$ cat config.mk
export PLATFORM = sky130hd
export DESIGN_NAME = id_ex_alu_stage
export DESIGN_NICKNAME = d
export VERILOG_FILES = /design/src/rtl/id_ex_alu_stage.sv
export SDC_FILE = /design/constraint.sdc
export NUM_CORES = 1
export LEC_CHECK = 0
export ABC_CLOCK_PERIOD_IN_PS = 3790
export CORE_ASPECT_RATIO = 1.4
export CORE_UTILIZATION = 37
export CTS_BUF_LIST = sky130_fd_sc_hd__clkbuf_16
export CTS_CLUSTER_DIAMETER = 150
export CTS_CLUSTER_SIZE = 14
export DETAILED_ROUTE_END_ITERATION = 6
export PLACE_DENSITY_LB_ADDON = 0.1
export SLEW_MARGIN = 20
export SYNTH_ARGS = -nofsm -noshare
export SYNTH_HDL_FRONTEND = slang
export SYNTH_SLANG_ARGS = --single-unit
$ cat constraint.sdc
create_clock -name clk -period 3.79 [get_ports clk]
set_input_delay 0.379 -clock clk [delete_from_list [all_inputs] [get_ports clk]]
set_output_delay 0.379 -clock clk [all_outputs]
set_load 0.02 [all_outputs]
$ cat src/rtl/id_ex_alu_stage.sv
// ID/EX pipeline register feeding the 32-bit ALU: latches decoded operands and control,
// registers the ALU (ctrl, bin) pair and resolves EX/MEM and MEM/WB forwarding for the operands.
module id_ex_alu_stage (
    input  logic        clk,
    input  logic        rst,
    input  logic        stall,
    input  logic        flush,
    input  logic        id_valid,
    input  logic [31:0] id_rs_data,
    input  logic [31:0] id_rt_data,
    input  logic [31:0] id_imm,
    input  logic [4:0]  id_rs,
    input  logic [4:0]  id_rt,
    input  logic [4:0]  id_rd,
    input  logic [1:0]  id_aluop,
    input  logic [5:0]  id_funct,
    input  logic        id_alusrc,
    input  logic        id_regdst,
    input  logic        id_regwrite,
    input  logic        id_memread,
    input  logic        id_memwrite,
    input  logic        id_memtoreg,
    input  logic        exmem_regwrite,
    input  logic [4:0]  exmem_rd,
    input  logic [31:0] exmem_result,
    input  logic        memwb_regwrite,
    input  logic [4:0]  memwb_rd,
    input  logic [31:0] memwb_result,
    output logic [31:0] alu_ina,
    output logic [31:0] alu_inb,
    output logic [1:0]  alu_ctrl,
    output logic        alu_bin,
    output logic [31:0] ex_store_data,
    output logic [4:0]  ex_dest,
    output logic        ex_valid,
    output logic        ex_regwrite,
    output logic        ex_memread,
    output logic        ex_memwrite,
    output logic        ex_memtoreg,
    output logic        ex_illegal,
    output logic [4:0]  ex_rs,
    output logic [4:0]  ex_rt
);

    logic [31:0] rs_data_q;
    logic [31:0] rt_data_q;
    logic [31:0] imm_q;
    logic        alusrc_q;

    logic [1:0]  dec_ctrl;
    logic        dec_bin;
    logic        dec_illegal;

    always_comb begin
        dec_ctrl    = 2'b00;
        dec_bin     = 1'b0;
        dec_illegal = 1'b0;
        case (id_aluop)
            2'b00: dec_ctrl = 2'b10;
            2'b01: begin
                dec_ctrl = 2'b10;
                dec_bin  = 1'b1;
            end
            2'b10: begin
                case (id_funct)
                    6'b100000: dec_ctrl = 2'b10;
                    6'b100010: begin
                        dec_ctrl = 2'b10;
                        dec_bin  = 1'b1;
                    end
                    6'b100100: dec_ctrl = 2'b00;
                    6'b100101: dec_ctrl = 2'b01;
                    6'b101010: begin
                        dec_ctrl = 2'b11;
                        dec_bin  = 1'b1;
                    end
                    default:   dec_illegal = 1'b1;
                endcase
            end
            default: dec_illegal = 1'b1;
        endcase
    end

    // An invalid ID slot is loaded exactly like a flush bubble; stall only holds when not flushing.
    always_ff @(posedge clk or posedge rst) begin
        if (rst) begin
            ex_valid    <= 1'b0;
            ex_regwrite <= 1'b0;
            ex_memread  <= 1'b0;
            ex_memwrite <= 1'b0;
            ex_memtoreg <= 1'b0;
            ex_illegal  <= 1'b0;
            alu_ctrl    <= 2'b00;
            alu_bin     <= 1'b0;
            alusrc_q    <= 1'b0;
            rs_data_q   <= 32'd0;
            rt_data_q   <= 32'd0;
            imm_q       <= 32'd0;
            ex_rs       <= 5'd0;
            ex_rt       <= 5'd0;
            ex_dest     <= 5'd0;
        end else if (flush || (!stall && !id_valid)) begin
            ex_valid    <= 1'b0;
            ex_regwrite <= 1'b0;
            ex_memread  <= 1'b0;
            ex_memwrite <= 1'b0;
            ex_memtoreg <= 1'b0;
            ex_illegal  <= 1'b0;
            alu_ctrl    <= 2'b00;
            alu_bin     <= 1'b0;
            alusrc_q    <= 1'b0;
            rs_data_q   <= 32'd0;
            rt_data_q   <= 32'd0;
            imm_q       <= 32'd0;
            ex_rs       <= 5'd0;
            ex_rt       <= 5'd0;
            ex_dest     <= 5'd0;
        end else if (!stall) begin
            ex_valid    <= 1'b1;
            ex_regwrite <= id_regwrite && !dec_illegal;
            ex_memread  <= id_memread && !dec_illegal;
            ex_memwrite <= id_memwrite && !dec_illegal;
            ex_memtoreg <= id_memtoreg;
            ex_illegal  <= dec_illegal;
            alu_ctrl    <= dec_ctrl;
            alu_bin     <= dec_bin;
            alusrc_q    <= id_alusrc;
            rs_data_q   <= id_rs_data;
            rt_data_q   <= id_rt_data;
            imm_q       <= id_imm;
            ex_rs       <= id_rs;
            ex_rt       <= id_rt;
            ex_dest     <= id_regdst ? id_rd : id_rt;
        end
    end

    // EX/MEM is only a legal source when this stage holds a real instruction; $0 never forwards.
    function automatic logic [31:0] forward(input logic [4:0] src, input logic [31:0] rf_data);
        if (ex_valid && exmem_regwrite && (exmem_rd != 5'd0) && (exmem_rd == src))
            return exmem_result;
        else if (memwb_regwrite && (memwb_rd != 5'd0) && (memwb_rd == src))
            return memwb_result;
        else
            return rf_data;
    endfunction

    logic [31:0] fwd_rs;
    logic [31:0] fwd_rt;

    assign fwd_rs        = forward(ex_rs, rs_data_q);
    assign fwd_rt        = forward(ex_rt, rt_data_q);
    assign alu_ina       = fwd_rs;
    assign alu_inb       = alusrc_q ? imm_q : fwd_rt;
    assign ex_store_data = fwd_rt;

endmodule

==> results of run 1 <==
==> report_power, final <==
group | leakage, µW | internal, µW | switching, µW
logic | 0.00258 | 407 | 335
clock network | 0.000299 | 1080 | 572
registers | 0.00165 | 1340 | 35.7
total | 0.00453 | 2820 | 942
==> cells in the final DEF, fill, tap and decap left out, types with 7 or more instances in the layout <==
| cell type | instances |
|---|---|
| clkdlybuf4s50_1 | 325 |
| dfrtp_1 | 120 |
| a22o_1 | 112 |
| nand2_1 | 73 |
| nor2_1 | 69 |
| a31oi_1 | 62 |
| mux2i_1 | 40 |
| a21oi_1 | 34 |
| nand2b_1 | 31 |
| o31ai_1 | 31 |
| clkbuf_16 | 17 |
| xor2_1 | 16 |
| buf_4 | 12 |
| nor3_1 | 7 |
| o21ai_0 | 7 |
| inv_1 | 7 |
| buf_12 | 7 |
==> metrics by stage <==
stage | std cells | utilization [%]
after global placement | 1215 | 58.3
after detailed placement | 1215 | 58.3
after global routing | 1248 | 61.7
final | 1248 | 61.7
after CTS | 1246 | 61.7
after floorplan | 698 | -
==> per-layer routing <==
| metal | routed length (µm) | vias up | GRT usage, % |
|---|---|---|---|
| met1 | 9720 | 3278 | 31.9 |
| li1 | - | 3203 | - |
| met3 | 1810 | 34 | 7.24 |
| met5 | 0 | - | 0 |
| met2 | 12100 | 268 | 44.3 |
| met4 | 510 | 0 | 10.3 |
==> flip-flops by register name, summed over array words and instances, names as in the netlist <==
register,count
alu_bin,1
alu_ctrl,2
alusrc_q,1
ex_dest,5
ex_illegal,1
ex_memread,1
ex_memtoreg,1
ex_memwrite,1
ex_regwrite,1
ex_rs,5
ex_rt,5
ex_valid,1
imm_q,32
rs_data_q,32
rt_data_q,32
==> worst max-delay path, stage by stage <==
cell and delay (ns):
clkdlybuf4s50_1 0.46, or4_1 0.56, o21a_1 0.23, and4_2 0.36, buf_4 0.29, mux2i_1 0.14
a21oi_1 0.18, clkdlybuf4s50_1 0.63
==> area by class of cell <==
class / instances / area [µm²] / area share (%)
diodes: 2 / 5.00 / 0.0462
repair buffers: 344 / 3480 / 32.2
clock buffers: 17 / 425 / 3.93
inverters: 5 / 21.3 / 0.197
well taps: 236 / 295 / 2.73
multi-input cells: 509 / 3400 / 31.4
flip-flops and latches: 121 / 3030 / 28.0
clock inverters: 14 / 165 / 1.53
==> kinds of logic after synthesis <==
group / Yosys count / share of synthesized area, %
DFF: 121 / 45.1
muxes: 40 / 5.96
xor gates and xnor gates: 20 / 2.61
adders and majority gates: 4 / 0.745
AOI/OAI and AO/OA: 253 / 27.7
buffers and inverters: 68 / 5.10
and+or+nand+nor: 192 / 12.8
==> final timing paths <==
kind | startpoint | slack, ns | to
worst max-delay path | memwb_rd[1] | 0.17 | alu_ina[23]
worst min-delay path | rst | 0.48 | rt_data_q[0]
worst max register to register | alusrc_q | 2.69 | alusrc_q
worst min register to register | alu_ctrl[0] | 0.49 | alu_ctrl[0]
max in group asynchronous | rst | 2.48 | rt_data_q[16]
min in group clk | alu_ctrl[0] | 0.49 | alu_ctrl[0]
==> results.md, run 1 <==
- Pwr/cell area: 348 nW/µm²
- Most used flip-flop cell after synthesis: dfrtp_1
- Synth cell types: 38
- Run status: finished, final reports clean
- HP Class: input port to async pin
- Total negative setup slack: 0 ns
- Req. time, crit path: 3.41 ns
- Avg Inst Size Synth: 9.63 µm²
- Period minus WS final: 3.62 ns
- First-pass GRT wire length: 37500 µm
- Sink Count: 121
- Design Area, Final: 10800 µm²
- Slew Viols, Final: 0
- Post-route DRC: 0
- Top cell type's share of synthesized area: 45.1%
- CP Capture Type: primary output
- Max Clock Freq: 277 MHz
- Post-CTS Setup Bufs: 0
- Crit-path max FO: 13
- Post-Syn Nets: 908
- Crit path DAT: 3.24 ns
- Iteration-0 DRC Markers: 391
- Final worst slack: 0.175 ns
- Max IR drop VDD: 0.280 mV
- Placement Cell Area: 10200 µm²
- TritonCTS clock tree: built
- Most frequent cell after synthesis: dfrtp_1
- Port Buffer Count: 325
- Final Cycle Share: 95.4%
- Vias per cell: 5.44
- Crit Path Class: input port to primary output
- Nets@finish: 1208
- Setup violators final: 0
- Vias in the first global route: 6755
- CTS Root Cell: clkbuf_16
- Hold Slack: 0.476 ns
- Worst-Margin Slew: 0.790 ns
- Synth cell count leaders: 121 x dfrtp_1, 112 x a22o_1, 73 x nand2_1, 69 x nor2_1, 63 x a31oi_1
- Max transition margin: 47.4%
- DRT Pass-1 Iters: 5
- Setup WS pre-CTS: 0.209 ns
- Number of synthesized flops with an enable pin: 0
- Leak pwr: 0.00453 µW
- Hpwl dp: 17200 µm
- Clock transition at path regs: 0.06 ns
- Total Power: 3770 µW
- Post-synthesis async set-or-reset flop share: 100%
- Clock Tree Buf Depth: 2
- Core Area: 17500 µm²
- Routed WL: 24200 µm
- IO Count: 326
- Die H: 161 µm
- GRT Util Overall: 26.4%
- Area Overhead vs Synth: 61.0%
- R2R depth: 1
- Largest area contributor in the netlist: dfrtp_1
- Die width: 116 µm
- Unrepaired setup endpoints after global routing: false
- Global route total overflow: 0
- # rows: 57
- Starting density of the core: 38.3%
- Die area: 18700 µm²
- Synthesis-stage register bit count: 121
- WL/cell: 19.4 µm
- Total of warnings raised by yosys: 0
- Clock buffer count from CTS: 17
- Cells after synthesis: 698
- Largest cells by area after synthesis: dfrtp_1 45%, a22o_1 15%, mux2i_1 6.0%
- Post-CTS Resized: 0
- Final hold vios: 0
- Pin count of the biggest net entering global routing: 122
- Fillers: 1550
- GPL Wtd Cong: 0.856
- Vias: 6783
- CTS H-tree lvls: 4
- Skew-Pair Late Insertion Delay: 0.42 ns
- Clock Skews: 0 ns
- Routed Antenna Nets: 0
- Crit path launch type: input port
- Share of cells above drive strength 1: 5.35%
- Sequential fraction of the synthesis area: 45.1%
- Initial antenna violation count: 2
- Netlist Area Pre-Place: 6720 µm²
- Max-Cap Viols: 0
- Hold_buf cts: 0
(Power assumes the default switching activity.)
==> inputs of run 2 (changes only) <==
- ABC_CLOCK_PERIOD_IN_PS: 3790 -> 3250
- clock period: 3.79 -> 3.25 ns (I/O delays scaled with it)
==> run 2 against run 1 <==
Utilization is 1.4 points higher; total power is 11% higher; clock power is 4% higher; setup slack worse by 0.11 ns; hold slack worse by 0.19 ns; largest cell class unchanged.
==> results.md, run 2 (synthesized netlist as in run 1, its figures left out) <==
- Setup crit end: alu_inb[24] (was alu_ina[23])
- FF/Latch Area: 3030 µm² (unchanged)
- Die area: 18700 µm² (unchanged)
- Period minus WS final: 3.18 ns
- CTS H-tree lvls: 4 (unchanged)
- Unrepaired setup endpoints after global routing: true (was false)
- CTS Root Cell: clkbuf_16 (unchanged)
- Most frequent cells in the layout: 270 x clkdlybuf4s50_1, 120 x dfrtp_1, 112 x a22o_1 (was 325 x clkdlybuf4s50_1, 120 x dfrtp_1, 112 x a22o_1)
- Pin count of the biggest net entering global routing: 74 (was 122)
- Area Overhead vs Synth: 64.6% (was 61.0%)
- Core Area: 17500 µm² (unchanged)
- Vias: 6782 (was 6783)
- Nets@finish: 1222 (was 1208)
- Total Power: 4190 µW (was 3770 µW)
- R2R depth: 2 (was 1)
- Largest registers: imm_q x32, rs_data_q x32, rt_data_q x32 (unchanged)
- Sink Count: 121 (unchanged)
- Clock Skews: 0 ns (unchanged)
- Clock buffer count from CTS: 17 (unchanged)
- CP startpoint: exmem_rd[0] (was memwb_rd[1])
- TritonCTS clock tree: built (unchanged)
- Global route total overflow: 0 (unchanged)
- Crit Path Class: input port to primary output (unchanged)
- Clock Tree Buf Depth: 2 (unchanged)
- Routed Antenna Nets: 0 (unchanged)
- Max IR drop VDD: 0.302 mV (was 0.280 mV)
- Worst-Margin Slew: 0.563 ns (was 0.790 ns)
- Port Buffer Count: 325 (unchanged)
- Crit path DAT: 2.86 ns (was 3.24 ns)
- Max Clock Freq: 314 MHz
- Initial antenna violation count: 2 (unchanged)
- Hpwl dp: 17800 µm (was 17200 µm)
- Final Cycle Share: 97.9%
- Die H: 161 µm (unchanged)
- R2r setup slk: 2.20 ns (was 2.69 ns)
- GPL Wtd Cong: 0.849 (was 0.856)
- Routed WL: 24500 µm (was 24200 µm)
- Final hold vios: 0 (unchanged)
- Pwr/cell area: 379 nW/µm² (was 348 nW/µm²)
- Leak pwr: 0.00543 µW (was 0.00453 µW)
- Worst r2r dst: alusrc_q (unchanged)
- Skew-Pair Late Insertion Delay: 0.41 ns (was 0.42 ns)
- Max transition margin: 62.5% (was 47.4%)
- Req. time, crit path: 2.92 ns (was 3.41 ns)
- Crit path launch type: input port (unchanged)
- IO Count: 326 (unchanged)
- Share of cells above drive strength 1: 6.17% (was 5.35%)
- DRT Pass-1 Iters: 5 (unchanged)
- Setup violators final: 0 (unchanged)
- First-pass GRT wire length: 36800 µm (was 37500 µm)
- CP Capture Type: primary output (unchanged)
- GRT Util Overall: 26.0% (was 26.4%)
- Fillers: 1547 (was 1550)
- Max-Cap Viols: 0 (unchanged)
- # rows: 57 (unchanged)
- Starting density of the core: 38.3% (unchanged)
- Total negative setup slack: 0 ns (unchanged)
- Vias in the first global route: 6626 (was 6755)
- Clock transition at path regs: 0.05 ns (was 0.06 ns)
- Most common cell after layout, fill and taps aside: clkdlybuf4s50_1 (unchanged)
- Slew Viols, Final: 0 (unchanged)
- Crit-path max FO: 32 (was 13)
- Post-route DRC: 0 (unchanged)
- Hold Slack: 0.283 ns (was 0.476 ns)
- WL/cell: 19.4 µm (about the same)
- Vias per cell: 5.39 (was 5.44)
- HP Class: input port to async pin (unchanged)
- Run status: finished, final reports clean (unchanged)
- Die width: 116 µm (unchanged)
- Post-CTS Setup Bufs: 0 (unchanged)
- Iteration-0 DRC Markers: 451 (was 391)
- Multi-input combinational cell area: 3410 µm² (was 3400 µm²)
- Worst r2r src: alusrc_q (unchanged)
## run 2: cell types whose count changed in the layout (fill, tap and decap cells not counted), moves of 2 or more
cell             previous run  this run
buf_4                      12        20
dlymetal6s2s_1              0        49
buf_12                      7        13
clkdlybuf4s50_1           325       270
bufinv_16                   4         2
clkinv_1                    3         7
clkinv_2                    3         0
dlygate4sd2_1               0         6
## run 2: area by class of cell
type	count	share of cell area, %
Tap cell	236	2.67
Timing Repair Buffer	358	34.2
Clock buffer	17	3.85
Antenna cell	2	0.0453
Sequential cell	121	27.4
Inverter	5	0.204
Clock inverter	11	0.849
Multi-Input combinational cell	509	30.8
## run 2: worst max-delay path, stage by stage
cell and delay [ns]:
clkdlybuf4s50_1 0.41, or3_1 0.36, o311a_1 0.42, nand3_4 0.21, buf_12 0.21, o31ai_1 0.08
a31oi_1 0.17, clkdlybuf4s50_1 0.65
## run 2: repair_timing
action	4_1_cts	5_1_grt
endpoints found under the setup margin	11	83
resized for setup	6	51
hold buffers	0	0
## run 2: worst min path at each step
| stage | startpoint | end | slack [ns] |
|---|---|---|---|
| after floorplan | id_alusrc | alusrc_q | 0.46 |
| after global placement | ex_dest[4] | ex_dest[4] | 0.46 |
| after detailed placement | ex_dest[3] | ex_dest[3] | 0.48 |
| after CTS | rst | rt_data_q[6] | 0.29 |
| after global routing | rst | rt_data_q[6] | 0.33 |
| final | rst | rt_data_q[6] | 0.28 |
## run 2: routing by layer
metal	part of all wire (%)	track usage [%]	wire length (µm)
met3	6.5	6.27	1590
met1	40	31.6	9860
met5	0	0	0
met2	50	43.7	12300
met4	2.8	10.0	684
## run 2: stage by stage
stage	utilization [%]	setup slack [ns]	std cells	cell area, µm²
floorplan	-	0.890	698	6720
CTS	62.2	-0.0339	1257	10900
global placement	59.3	-0.00281	1229	10400
global route	63.0	-0.0118	1259	11100
detailed placement	59.3	-0.0263	1229	10400
finish	63.0	0.0697	1259	11100
## run 2: report_power, final
part           internal (µW)  switching [µW]
combinational            476             392
sequential              1560            39.1
clock                   1080             635
total                   3120            1070
